===== src/rtl/ok_frame_pkg.sv =====
// Shared constants and types for the pipe-in frame path.
// Used by the frame assembler and by the downstream adder-tree FSM.
package ok_frame_pkg;

   localparam int WORD_W          = 32;
   localparam int WORDS_PER_FRAME = 4;
   localparam int FRAME_W         = WORD_W * WORDS_PER_FRAME;
   localparam int LVL_W           = $clog2(WORDS_PER_FRAME + 1);
   localparam int DROP_CNT_W      = 16;

   typedef enum logic {
      FILLING = 1'b0,
      PENDING = 1'b1
   } fill_state_t;

endpackage


===== src/rtl/pipein_frame_assembler.sv =====
// Packs pipe-in words into frames, big-endian word order.
// Double-buffered: the fill buffer collects words while the hold register waits for the consumer.
module pipein_frame_assembler #(
   parameter  int WORD_W          = ok_frame_pkg::WORD_W,
   parameter  int WORDS_PER_FRAME = ok_frame_pkg::WORDS_PER_FRAME,
   localparam int FRAME_W         = WORD_W * WORDS_PER_FRAME,
   localparam int LVL_W           = $clog2(WORDS_PER_FRAME + 1)
) (
   input  logic                                okClk,
   input  logic                                rstn,
   input  logic [WORD_W-1:0]                   in_data,
   input  logic                                in_valid,
   input  logic                                flush,
   input  logic                                clr_overflow,
   input  logic                                frame_ready,
   output logic [FRAME_W-1:0]                  frame_data,
   output logic                                frame_valid,
   output logic [LVL_W-1:0]                    fill_level,
   output logic                                overflow,
   output logic [ok_frame_pkg::DROP_CNT_W-1:0] drop_cnt
);

   import ok_frame_pkg::fill_state_t;
   import ok_frame_pkg::FILLING;
   import ok_frame_pkg::PENDING;
   import ok_frame_pkg::DROP_CNT_W;

   localparam int                     SLOT_W   = (WORDS_PER_FRAME > 1) ? $clog2(WORDS_PER_FRAME) : 1;
   localparam logic [LVL_W-1:0]       LVL_FULL = LVL_W'(WORDS_PER_FRAME);
   localparam logic [DROP_CNT_W-1:0]  CNT_MAX  = '1;

   fill_state_t                             state, state_nxt;
   logic [WORDS_PER_FRAME-1:0][WORD_W-1:0]  fill_buf;
   logic [LVL_W-1:0]                        lvl, lvl_nxt, lvl_inc;
   logic [SLOT_W-1:0]                       wr_slot;
   logic [FRAME_W-1:0]                      frame_asm;
   logic                                    consume, full, xfer, wr_en, drop;

   assign fill_level = lvl;
   assign consume    = frame_valid & frame_ready;
   assign full       = (lvl == LVL_FULL);
   assign lvl_inc    = lvl + 1'b1;

   // Slot 0 lands in the top word of the frame.
   always_comb begin
      frame_asm = '0;
      for (int i = 0; i < WORDS_PER_FRAME; i++)
         frame_asm[FRAME_W-1-i*WORD_W -: WORD_W] = fill_buf[i];
   end

   always_comb begin
      state_nxt = state;
      lvl_nxt   = lvl;
      xfer      = 1'b0;
      wr_en     = 1'b0;
      wr_slot   = lvl[SLOT_W-1:0];
      drop      = 1'b0;
      case (state)
         FILLING: begin
            if (full) begin
               // Completed last edge with hold already free: move it now, and
               // a word arriving alongside starts the next frame.
               xfer    = 1'b1;
               lvl_nxt = '0;
               if (in_valid) begin
                  wr_en   = 1'b1;
                  wr_slot = '0;
                  lvl_nxt = LVL_W'(1);
               end
            end else if (flush) begin
               lvl_nxt = '0;
            end else if (in_valid) begin
               wr_en   = 1'b1;
               lvl_nxt = lvl_inc;
               if (lvl_inc == LVL_FULL && frame_valid && !consume)
                  state_nxt = PENDING;
            end
         end
         PENDING: begin
            if (consume) begin
               xfer      = 1'b1;
               state_nxt = FILLING;
               lvl_nxt   = '0;
               if (in_valid) begin
                  wr_en   = 1'b1;
                  wr_slot = '0;
                  lvl_nxt = LVL_W'(1);
               end
            end else if (in_valid) begin
               drop = 1'b1;
            end
         end
         default: state_nxt = FILLING;
      endcase
   end

   always_ff @(posedge okClk) begin
      if (!rstn) begin
         state       <= FILLING;
         lvl         <= '0;
         fill_buf    <= '0;
         frame_data  <= '0;
         frame_valid <= 1'b0;
         overflow    <= 1'b0;
         drop_cnt    <= '0;
      end else begin
         state <= state_nxt;
         lvl   <= lvl_nxt;
         if (wr_en)
            fill_buf[wr_slot] <= in_data;

         if (xfer) begin
            frame_data  <= frame_asm;
            frame_valid <= 1'b1;
         end else if (consume) begin
            frame_valid <= 1'b0;
         end

         // A drop on the clear edge restarts the count at one.
         if (drop) begin
            overflow <= 1'b1;
            if (clr_overflow)
               drop_cnt <= DROP_CNT_W'(1);
            else if (drop_cnt != CNT_MAX)
               drop_cnt <= drop_cnt + 1'b1;
         end else if (clr_overflow) begin
            overflow <= 1'b0;
            drop_cnt <= '0;
         end
      end
   end

endmodule


===== config.mk =====
export PLATFORM = sky130hd
export DESIGN_NAME = pipein_frame_assembler
export DESIGN_NICKNAME = d
export VERILOG_FILES = /design/src/rtl/ok_frame_pkg.sv /design/src/rtl/pipein_frame_assembler.sv
export SDC_FILE = /design/constraint.sdc
export NUM_CORES = 1
export LEC_CHECK = 0
export CAP_MARGIN = 15
export CORE_MARGIN = 10
export CORE_UTILIZATION = 50
export DETAILED_ROUTE_END_ITERATION = 8
export GPL_ROUTABILITY_DRIVEN = 0
export PLACE_DENSITY_LB_ADDON = 0.15
export SLEW_MARGIN = 20
export SYNTH_ARGS = -nofsm -noshare
export SYNTH_HDL_FRONTEND = slang
export SYNTH_SLANG_ARGS = --single-unit

===== constraint.sdc =====
create_clock -name okClk -period 2.4 [get_ports okClk]
set_clock_uncertainty 0.2 [all_clocks]
set_input_delay 0.48 -clock okClk [delete_from_list [all_inputs] [get_ports okClk]]
set_output_delay 0.48 -clock okClk [all_outputs]
set_load 0.02 [all_outputs]

# Yosys cells after proc, flatten, opt, wreduce, memory -nomap -nowiden

Cells that the tools add are included.

$add $sub $neg: 2
Order comparisons: 2
Equality and inequality tests: 5
Muxes and demuxes: 37
Bitwise logic cells: 2
Reductions and logical operators: 9

Operators by type and width:

| cell                  | number |
|---|---|
| $bwmux 128            | 1 |
| $demux 32 s2          | 1 |
| $mux 16               | 4 |
| $mux 32               | 1 |
| $mux 1                | 18 |
| $add 16x1->16 const B | 1 |
| $ne 16x16->1 const B  | 1 |
| $mux 3                | 4 |
| $eq 3x3->1 const B    | 2 |
| $mux 2                | 3 |
| $pmux 1 s2            | 3 |
| $pmux 3 s2            | 1 |
| $reduce_bool 2->1     | 3 |
| $ne 4x4->1 const B    | 1 |
| $pmux 2 s2            | 1 |
| $reduce_and 2->1      | 2 |
| $add 3x1->3 const B   | 1 |
| $logic_and 1x1->1     | 3 |
| $lt 2x3->1 const B    | 1 |
| $ge 2x1->1 const B    | 1 |
| $ne 2x1->1 const B    | 1 |
| $and 1x1->1           | 1 |
| $logic_not 1->1       | 1 |
| $not 1->1             | 1 |

Flip-flop bits (word level): 278
Output and inout bits: 149
Word-level logic and storage cells: 67

# Depth between registers and ports, before layout

Gate-level depths: netlist of the first run.

Word-level depth: 9
Depth in mapped cells: 9

# Least setup slack after synthesis of the first run

OpenSTA, ideal clock, no wires.

Kind: reg2reg
Start point: register lvl[0], in the netlist fill_level[0]
End point: register fill_buf[100] (netlist bit)
Data arrival time: 1948 ps
Setup slack: 126 ps
Stages on the path, launching flop included: 9
Path buffers: 1
Path through: dfxtp_1 inv_1 ha_1 a21o_1 nor3_2 nand3_1 clkbuf_1 nand3_1 o21ai_0

Word-level cells in the longest chain between the ends: 8
Elaborated cells on any way between the ends: 13
Those cells by class: 2 x order compare; 1 x eq/ne; 9 x mux; 1 x reduce/logical

RTL lines:

| what                                                           | RTL line                                                                                 | source |
|---|---|---|
| start: declaration                                             | pipein_frame_assembler.sv:34                                                             | `logic [LVL_W-1:0] lvl, lvl_nxt, lvl_inc;` |
| start signal: assignment                                       | pipein_frame_assembler.sv:108                                                            | `lvl <= lvl_nxt;` |
| $eq 3x3->1 or $mux 2 (tied branches)                           | pipein_frame_assembler.sv:41, pipein_frame_assembler.sv:65, pipein_frame_assembler.sv:84 |  |
| $mux 2 (on tied branches)                                      | pipein_frame_assembler.sv:60, pipein_frame_assembler.sv:80                               |  |
| $pmux 2 s2                                                     | pipein_frame_assembler.sv:58                                                             | `case (state)` |
| $lt 2x3->1 (implied by the code) or $ge 2x1->1 (tied branches) | pipein_frame_assembler.sv:110                                                            | `fill_buf[wr_slot] <= in_data;` |
| $logic_and 1x1->1 (implied by the code)                        | pipein_frame_assembler.sv:110                                                            |  |
| $mux 32 (implied by the code)                                  | pipein_frame_assembler.sv:110                                                            |  |
| $demux 32 s2                                                   | pipein_frame_assembler.sv:110                                                            |  |
| $bwmux 128                                                     | pipein_frame_assembler.sv:110                                                            |  |
| end signal: indexed assignment                                 | pipein_frame_assembler.sv:110                                                            |  |
| end: declaration                                               | pipein_frame_assembler.sv:33                                                             | `logic [WORDS_PER_FRAME-1:0][WORD_W-1:0] fill_buf;` |

Several ways; a longest one is shown, not always the timed one.
A chain may end at the register's enable or synchronous reset.

# Worst setup path after layout of the first run

Start point: register drop_cnt[9] (netlist bit)
End point: output drop_cnt[9] (netlist bit)

RTL lines:

| what                     | RTL line                      | source |
|---|---|---|
| start: declaration       | pipein_frame_assembler.sv:20  | `output logic [ok_frame_pkg::DROP_CNT_W-1:0] drop_cnt` |
| start signal: assignment | pipein_frame_assembler.sv:125 | `drop_cnt <= drop_cnt + 1'b1;` |

No word-level cell between the ends.

==> flow_summary.toml, run 1 <==
[power_and_ir_drop]
p_leak_uw = 0.00445
ir_drop_uv = 502
p_per_area_nw_per_um2 = 728

[grt]
grt_pass1_vias = 8427
grt_max_degree = 94
antenna_found_initial = 2
grt_pass1_wl_um = 45300
grt-ovfl-total = 0
grt_usage = 0.209

[die]
rows = 51
dieWidth_um = 161
coreArea_um2 = 19500
die_h_um = 161
ios = 187
start_util = 0.508
die_area_um2 = 25800

[timing]
drv_slew = 0
hold_viol = 0
worst_slew_margin_rel = 0.629
rsz0062_at_grt = "false"
fin_crit_ps = 2340
finalCritPeriodShare = 0.974
setup_violations = 0
worst_slew_pin_slew_ps = 557
max_freq_mhz = 428
tns_ps = 0

[worst_setup_path]
end_kind = "primary output"
worst-setup-path-type = "register to primary output"
crit_chain = "buf_4 -> clkdlybuf4s50_1"
worst_path_max_delay_cell = "clkdlybuf4s50_1"
worstPathMaxFanout = 6
worstReg2RegStart = "drop_cnt[5]"
arrival_ps = 1660
timing.rr.end = "drop_cnt[1]"
cp_data_required_time_ps = 1720
startpoint_type = "register"
crit_start = "drop_cnt[9]"
critPathMaxStageDelay_ps = 610
r2r_slack_ps = 180
r2r_cells = 6
crit_end = "drop_cnt[9]"

[final_layout]
drive_gt1_frac = 0.0690
nets = 1427
fin_area_um2 = 13100
area_growth_pct = 32.9
layout_common_cells = "nand2_1, dfxtp_1, a21oi_1"
final_common_cell = "nand2_1"

[yosys]
syn_area_um2 = 9890
ys_warn_count = 0
synth_area_leader_cell = "dfxtp_1"
synth_ff_type = "dfxtp_1"
synth_top_area_share = 0.563
yosys_register_bits = 278
synthArstFlopShare = 0
ys_types = 49
synth-seq-area-share = 0.563
syn_inst = 1229
synth-edff-count = 0
syn-num-nets = 1271
syn_area_per_cell_um2 = 8.04
synthTopCellsByArea = "dfxtp_1, nand2_1, a21oi_1"

[detailed_routing]
postRouteAntennaNets = 0
drcViolationCount = 0
firstDrtPassIters = 5
drt_wl_total_um = 28100
routedWlPerCell_um = 16.8
vias_per_cell = 5.27
drt_iter0_drc = 601
num_vias = 8812

[status]
outcome = "complete, no violations"

[cts]
cts_max_level = 1
post-cts-setup-buffer-count = 0
cts_buffer_depth = 3
cts_hold_buf = 0
worstSkewPairLatency_ps = 530
clock-root-buffer = "clkbuf_16"
cts_made_buffers = 28
cts.clk_slew.worst_paths_ps = 60
postCtsResizedCells = 0
tritoncts = "built"
clkSinkCount = 278

[flow_run]
drv_cap = 0

[min_path]
min_path_type = "input port to register"

[placed_design]
placed_cell_area_um2 = 12200
port_buffers = 186
dp_hpwl_um = 18500
## layout make-up
| cell class | count | area [µm²] |
|---|---|---|
| well taps | 265 | 332 |
| clock buffers | 36 | 802 |
| inverters | 7 | 31.3 |
| fillers | 1683 | 6320 |
| clock inverters | 14 | 173 |
| diodes | 2 | 5.00 |
| flip-flops and latches | 278 | 5570 |
| repair buffers | 218 | 2290 |
| multi-input cells | 852 | 3950 |
## worst min path at each step
| stage | startpoint | endpoint | slack (ps) | depth (start not counted) |
|---|---|---|---|---|
| floorplan | fill_buf[91] | frame_data[59] | 230 | 2 |
| global placement | fill_buf[97] | frame_data[1] | 240 | 2 |
| detailed placement | fill_buf[81] | frame_data[49] | 240 | 2 |
| CTS | rstn | drop_cnt[1] | 90 | 2 |
| global route | rstn | drop_cnt[1] | 120 | 2 |
| finish | rstn | drop_cnt[1] | 110 | 2 |
## per-layer routing
layer,global-route usage,vias to the layer above,part of all wire
li1,-,4386,-
met2,0.323,266,0.45
met4,0.0634,2,0.021
met5,0,-,0.00046
met3,0.0677,45,0.090
met1,0.273,4113,0.44
## logic make-up (layout without fill, tap and decap cells)
logic type,Yosys count,count (layout),synth area share
other cells,0,2,0
compound gates,290,290,0.154
simple gates,550,550,0.230
fa+ha+maj,4,4,0.00506
xor+xnor,8,8,0.00709
buf+inv,99,275,0.0404
flops,278,278,0.563
## cell usage after synthesis, types with 5 or more instances
library cell / n
nand2_1: 427
nor2_1: 15
xnor2_1: 6
buf_1: 9
o21ai_0: 69
inv_1: 5
a21oi_1: 202
buf_2: 16
nand3_1: 76
dfxtp_1: 278
nand4_1: 5
nor4_1: 5
clkbuf_1: 66
## registers in the layout, summed over array words and instances (netlist names)
| signal | count |
|---|---|
| state | 1 |
| frame_data | 128 |
| overflow | 1 |
| fill_buf | 128 |
| drop_cnt | 16 |
| frame_valid | 1 |
| fill_level | 3 |
## where the power goes
group          internal [µW]  total (µW)  switching, µW  leakage, µW
combinational            120         347            226      0.00172
sequential              4650        4670           17.9      0.00224
clock                   2770        4550           1780     0.000488
## worst max-delay path, delay by kind of cell, from the launching register on
kind,cells,cell delay (ps)
DFF,1,360
buffers and inverters,2,770
## per-stage QoR
stage,utilization,setup slack [ps],hold slack [ps],power [µW],instances
finish,0.675,63.2,112,9570,1672
global route,0.675,0.264,115,9860,1671
CTS,0.675,54.7,94.8,9640,1670
detailed placement,0.625,-9.81,244,5110,1620
global placement,0.625,25.7,236,5110,1620
floorplan,-,126,232,4940,1229
No activity file was read; power rests on OpenSTA's default activity.
==> run 2: changes to the inputs <==
--- a/config.mk
+++ b/config.mk
@@ -10,7 +10,8 @@
 export CORE_UTILIZATION = 50
 export DETAILED_ROUTE_END_ITERATION = 8
 export GPL_ROUTABILITY_DRIVEN = 0
-export PLACE_DENSITY_LB_ADDON = 0.15
+export HOLD_SLACK_MARGIN = 0.12
+export PLACE_DENSITY = 0.75
 export SLEW_MARGIN = 20
 export SYNTH_ARGS = -nofsm -noshare
 export SYNTH_HDL_FRONTEND = slang
==> run 2 against run 1 <==
Clock power increased by 5.3%. Critical path type unchanged. Die area unchanged. Hold slack improved by 26 ps. Power increased by 2.5%. Sequential cell count unchanged. Sequential share of layout area decreased by 0.29 points. Design area increased by 0.69%. Non-clock buffer count increased by 1. Critical path depth decreased by 1. Largest power group is now the clock network. Global-route usage decreased by 0.26 points. Sequential power about the same.
==> flow_summary.toml, run 2 (synthesized netlist as in run 1, its figures left out) <==
[timing]
hold_viol = 0
worst_slew_pin_slew_ps = 525
rsz0062_at_grt = "false"
finalCritPeriodShare = 0.979
tns_ps = 0
fin_crit_ps = 2350
max_freq_mhz = 426
worst_slew_margin_rel = 0.650
setup_violations = 0
drv_slew = 0

[cts]
post-cts-setup-buffer-count = 0
postCtsResizedCells = 0
cts_max_level = 1
clock-root-buffer = "clkbuf_16"
clkSinkCount = 278
worstSkewPairLatency_ps = 530
tritoncts = "built"
cts_made_buffers = 28
cts.clk_slew.worst_paths_ps = 60
cts_hold_buf = 0
cts_buffer_depth = 3

[final_layout]
final_common_cell = "nand2_1"
drive_gt1_frac = 0.0696
biggestRegsByFlops = "fill_buf: 128 flops, frame_data: 128 flops, drop_cnt: 16 flops"
layout_common_cells = "nand2_1, dfxtp_1, a21oi_1"
area_growth_pct = 33.9
stdcell_count = 1674
nets = 1428

[worst_setup_path]
cp.buffers_inverters = 1
critPathMaxStageDelay_ps = 680
cp_data_required_time_ps = 1720
worstPathMaxFanout = 7
worst-setup-path-type = "register to primary output"
crit_chain = "clkdlybuf4s50_1"
crit_family = "buffers and inverters"
arrival_ps = 1670
worst_path_max_delay_cell = "clkdlybuf4s50_1"
end_kind = "primary output"
startpoint_type = "register"

[detailed_routing]
vias_per_cell = 5.33
firstDrtPassIters = 5
routed.top_layer = "met4"
routedWlPerCell_um = 16.6
drt-met1-wl_um = 12200
postRouteAntennaNets = 0
wl_met2_um = 12400
drcViolationCount = 0
drt_wl_total_um = 27800
drt_iter0_drc = 584
wl_met3_um = 2580
num_vias = 8920

[flow_run]
drv_cap = 0

[grt]
grt_pass1_vias = 8369
grt-ovfl-total = 0
grt_max_degree = 74
antenna_found_initial = 1
grt_pass1_wl_um = 44700
grt_usage = 0.207

[placed_design]
dp_hpwl_um = 18800
dpl.cell_count = 1621
port_buffers = 186

[min_path]
min_path_type = "input port to register"

[die]
die_area_um2 = 25800
ios = 187
coreArea_um2 = 19500
rows = 51
start_util = 0.508
dieWidth_um = 161
die_h_um = 161

[power_and_ir_drop]
p_per_area_nw_per_um2 = 741
p_leak_uw = 0.00452
ir_drop_uv = 583

[status]
outcome = "complete, no violations"
## run 2: power breakdown
group          switching (µW)  internal [µW]
sequential               17.8           4650
combinational             227            122
clock                    1770           3020
total                    2020           7790
## run 2: area by class of cell
cell class,count,area [µm²]
multi-input cells,852,3950
clock buffers,42,865
clock inverters,10,179
diodes,1,2.50
inverters,7,31.3
well taps,265,332
fillers,1593,6230
repair buffers,219,2310
flip-flops and latches,278,5570
## run 2: final timing paths
| path | from | endpoint | slack [ps] | cells after the start |
|---|---|---|---|---|
| max | drop_cnt[4] | drop_cnt[4] | 50 | 1 |
| min | rstn | fill_level[1] | 140 | 3 |
| max reg2reg | fill_level[0] | fill_buf[60] | 310 | 9 |
| min reg2reg | fill_buf[27] | frame_data[123] | 250 | 2 |
## run 2: per-layer routing
layer,vias up,GRT usage
li1,4398,-
met1,4194,0.275
met2,290,0.319
met3,38,0.0619
met4,0,0.0563
met5,-,0
## run 2: stage by stage
stage	total power, µW	area [µm²]	utilization	setup slack (ps)	hold slack, ps
2_1_floorplan	4940	9890	-	126	232
3_3_place_gp	5110	12200	0.626	102	237
3_5_place_dp	5120	12200	0.626	9.68	245
4_1_cts	9860	13200	0.680	17.7	134
5_1_grt	10100	13200	0.680	19.5	162
6_report	9810	13200	0.680	51.1	138
==> run 3: changes to the inputs <==
--- a/config.mk
+++ b/config.mk
@@ -8,6 +8,7 @@
 export CAP_MARGIN = 15
 export CORE_MARGIN = 10
 export CORE_UTILIZATION = 50
+export CTS_CLUSTER_SIZE = 10
 export DETAILED_ROUTE_END_ITERATION = 8
 export GPL_ROUTABILITY_DRIVEN = 0
 export HOLD_SLACK_MARGIN = 0.12
==> run 3 against run 2 <==
Sequential power barely moved. Die area did not move. First-iteration DRC count fell by 15%. Cell count fell by 1.0%. Largest cell class unchanged. Largest power group is now sequential cells.
==> flow_summary.toml, run 3 (synthesized netlist as in run 1, its figures left out) <==
[worst_setup_path]
worstReg2RegStart = "fill_level[0]"
timing.rr.end = "fill_buf[47]"
arrival_ps = 1690
cp_data_required_time_ps = 1720
worstPathMaxFanout = 8
end_kind = "primary output"
startpoint_type = "register"
r2r_cells = 9
worst-setup-path-type = "register to primary output"
r2r_slack_ps = 330

[timing]
fin_crit_ps = 2370
rsz0062_at_grt = "false"
drv_slew = 0
hold_slack_ps = 241
worst_slew_margin_rel = 0.667
hold_viol = 0
max_freq_mhz = 422
setup_violations = 0
tns_ps = 0
finalCritPeriodShare = 0.988
worst_slew_pin_slew_ps = 500

[detailed_routing]
num_vias = 8789
drt_wl_total_um = 27500
postRouteAntennaNets = 0
drt_iter0_drc = 498
firstDrtPassIters = 5
routedWlPerCell_um = 16.6
vias_per_cell = 5.30
drcViolationCount = 0

[final_layout]
area_growth_pct = 31.4
final_common_cell = "nand2_1"
stdcell_count = 1657
nets = 1432
layout_common_cells = "nand2_1, dfxtp_1, a21oi_1"
num-fill-cells = 1648
drive_gt1_frac = 0.0590
register_area_um2 = 5570
biggestRegsByFlops = "fill_buf: 128 flops, frame_data: 128 flops, drop_cnt: 16 flops"
multi_input_area_um2 = 3950

[grt]
grt_pass1_vias = 8429
antenna_found_initial = 1
grt_max_degree = 74
grt-ovfl-total = 0
grt_util_met2 = 0.315
grt_usage = 0.205
grt_use_met3 = 0.0629
use_met1 = 0.273
grt-busiest-layer = "met2"
grt_pass1_wl_um = 44300

[power_and_ir_drop]
power.switching_uw = 1890
p_comb_frac = 0.039
power.share.switching = 0.212
p_seq_frac = 0.523
ir_drop_uv = 530
p_int_uw = 7040
p_leak_uw = 0.00442
p_per_area_nw_per_um2 = 688
clockPowerShare = 0.438

[flow_run]
drv_cap = 0

[status]
outcome = "complete, no violations"

[placed_design]
dp_hpwl_um = 18800
dpl.cell_count = 1621
port_buffers = 186

[die]
die_h_um = 161
rows = 51
start_util = 0.508
coreArea_um2 = 19500
ios = 187
die_area_um2 = 25800
dieWidth_um = 161

[cts]
worstSkewPairLatency_ps = 550
tritoncts = "built"
post-cts-setup-buffer-count = 0
clock-root-buffer = "clkbuf_16"
clkSinkCount = 278
cts_made_buffers = 31
cts_buffer_depth = 3
cts.clk_slew.worst_paths_ps = 60
cts_max_level = 1

[min_path]
min_path_type = "register to register"
hold_start = "fill_buf[91]"
min_to = "frame_data[59]"
worstHoldPathCells = 2
-- run 3: changes by cell type in the layout (fill, tap and decap cells not counted), moves of 2 or more --
cell and delta:
bufinv_16 -5, clkbuf_1 -2, clkbuf_16 +2, clkbuf_8 -9, clkinv_2 -4
-- run 3: worst max path at each step --
| stage | from | endpoint | depth (start not counted) |
|---|---|---|---|
| after floorplan | fill_level[0] | fill_buf[100] | 8 |
| after global placement | in_valid | fill_buf[46] | 8 |
| after detailed placement | frame_ready | drop_cnt[10] | 7 |
| after CTS | fill_level[0] | fill_level[0] | 2 |
| after global routing | fill_level[0] | fill_level[0] | 2 |
| final | fill_level[0] | fill_level[0] | 2 |
-- run 3: cell type report --
type                            instances  share of cell area
Sequential cell                       278               0.428
Multi-Input combinational cell        852               0.304
Timing Repair Buffer                  220               0.179
Clock buffer                           33              0.0603
Tap cell                              265              0.0255
Inverter                                7             0.00241
Clock inverter                          1            0.000674
Antenna cell                            1            0.000193
-- run 3: power by group through the flow --
stage	Combinational (µW)	Sequential, µW	Clock (µW)
2_1_floorplan	167	4770	0
6_report	349	4670	3910
5_1_grt	380	4670	4200
4_1_cts	348	4670	3990
3_3_place_gp	341	4770	0
3_5_place_dp	344	4770	0
-- run 3: repair_timing --
| item | 4_1_cts | 5_1_grt |
|---|---|---|
| hold buffers | 1 | 0 |
| hold endpoints to repair | 2 | 0 |
| setup endpoints to repair | 0 | 3 |
| gates resized for setup | 0 | 3 |
-- run 3: metal layers --
layer  wire [µm]  share of wire
met5           0              0
met4         587          0.021
met3        2370          0.086
met2       12300           0.45
met1       12200           0.44
-- run 3: worst max-delay path, stage by stage, from the launching register on --
cell and delay, ps:
dfxtp_1 330, buf_4 160, clkdlybuf4s50_1 660
-- run 3: per-stage QoR --
step / power [µW] / util / worst slack, ps / instance area [µm²]
after CTS: 9000 / 0.667 / 22.5 / 13000
after floorplan: 4940 / - / 126 / 9890
final: 8930 / 0.668 / 28.5 / 13000
after global routing: 9250 / 0.668 / 0.371 / 13000
after detailed placement: 5120 / 0.626 / 9.68 / 12200
after global placement: 5110 / 0.626 / 102 / 12200
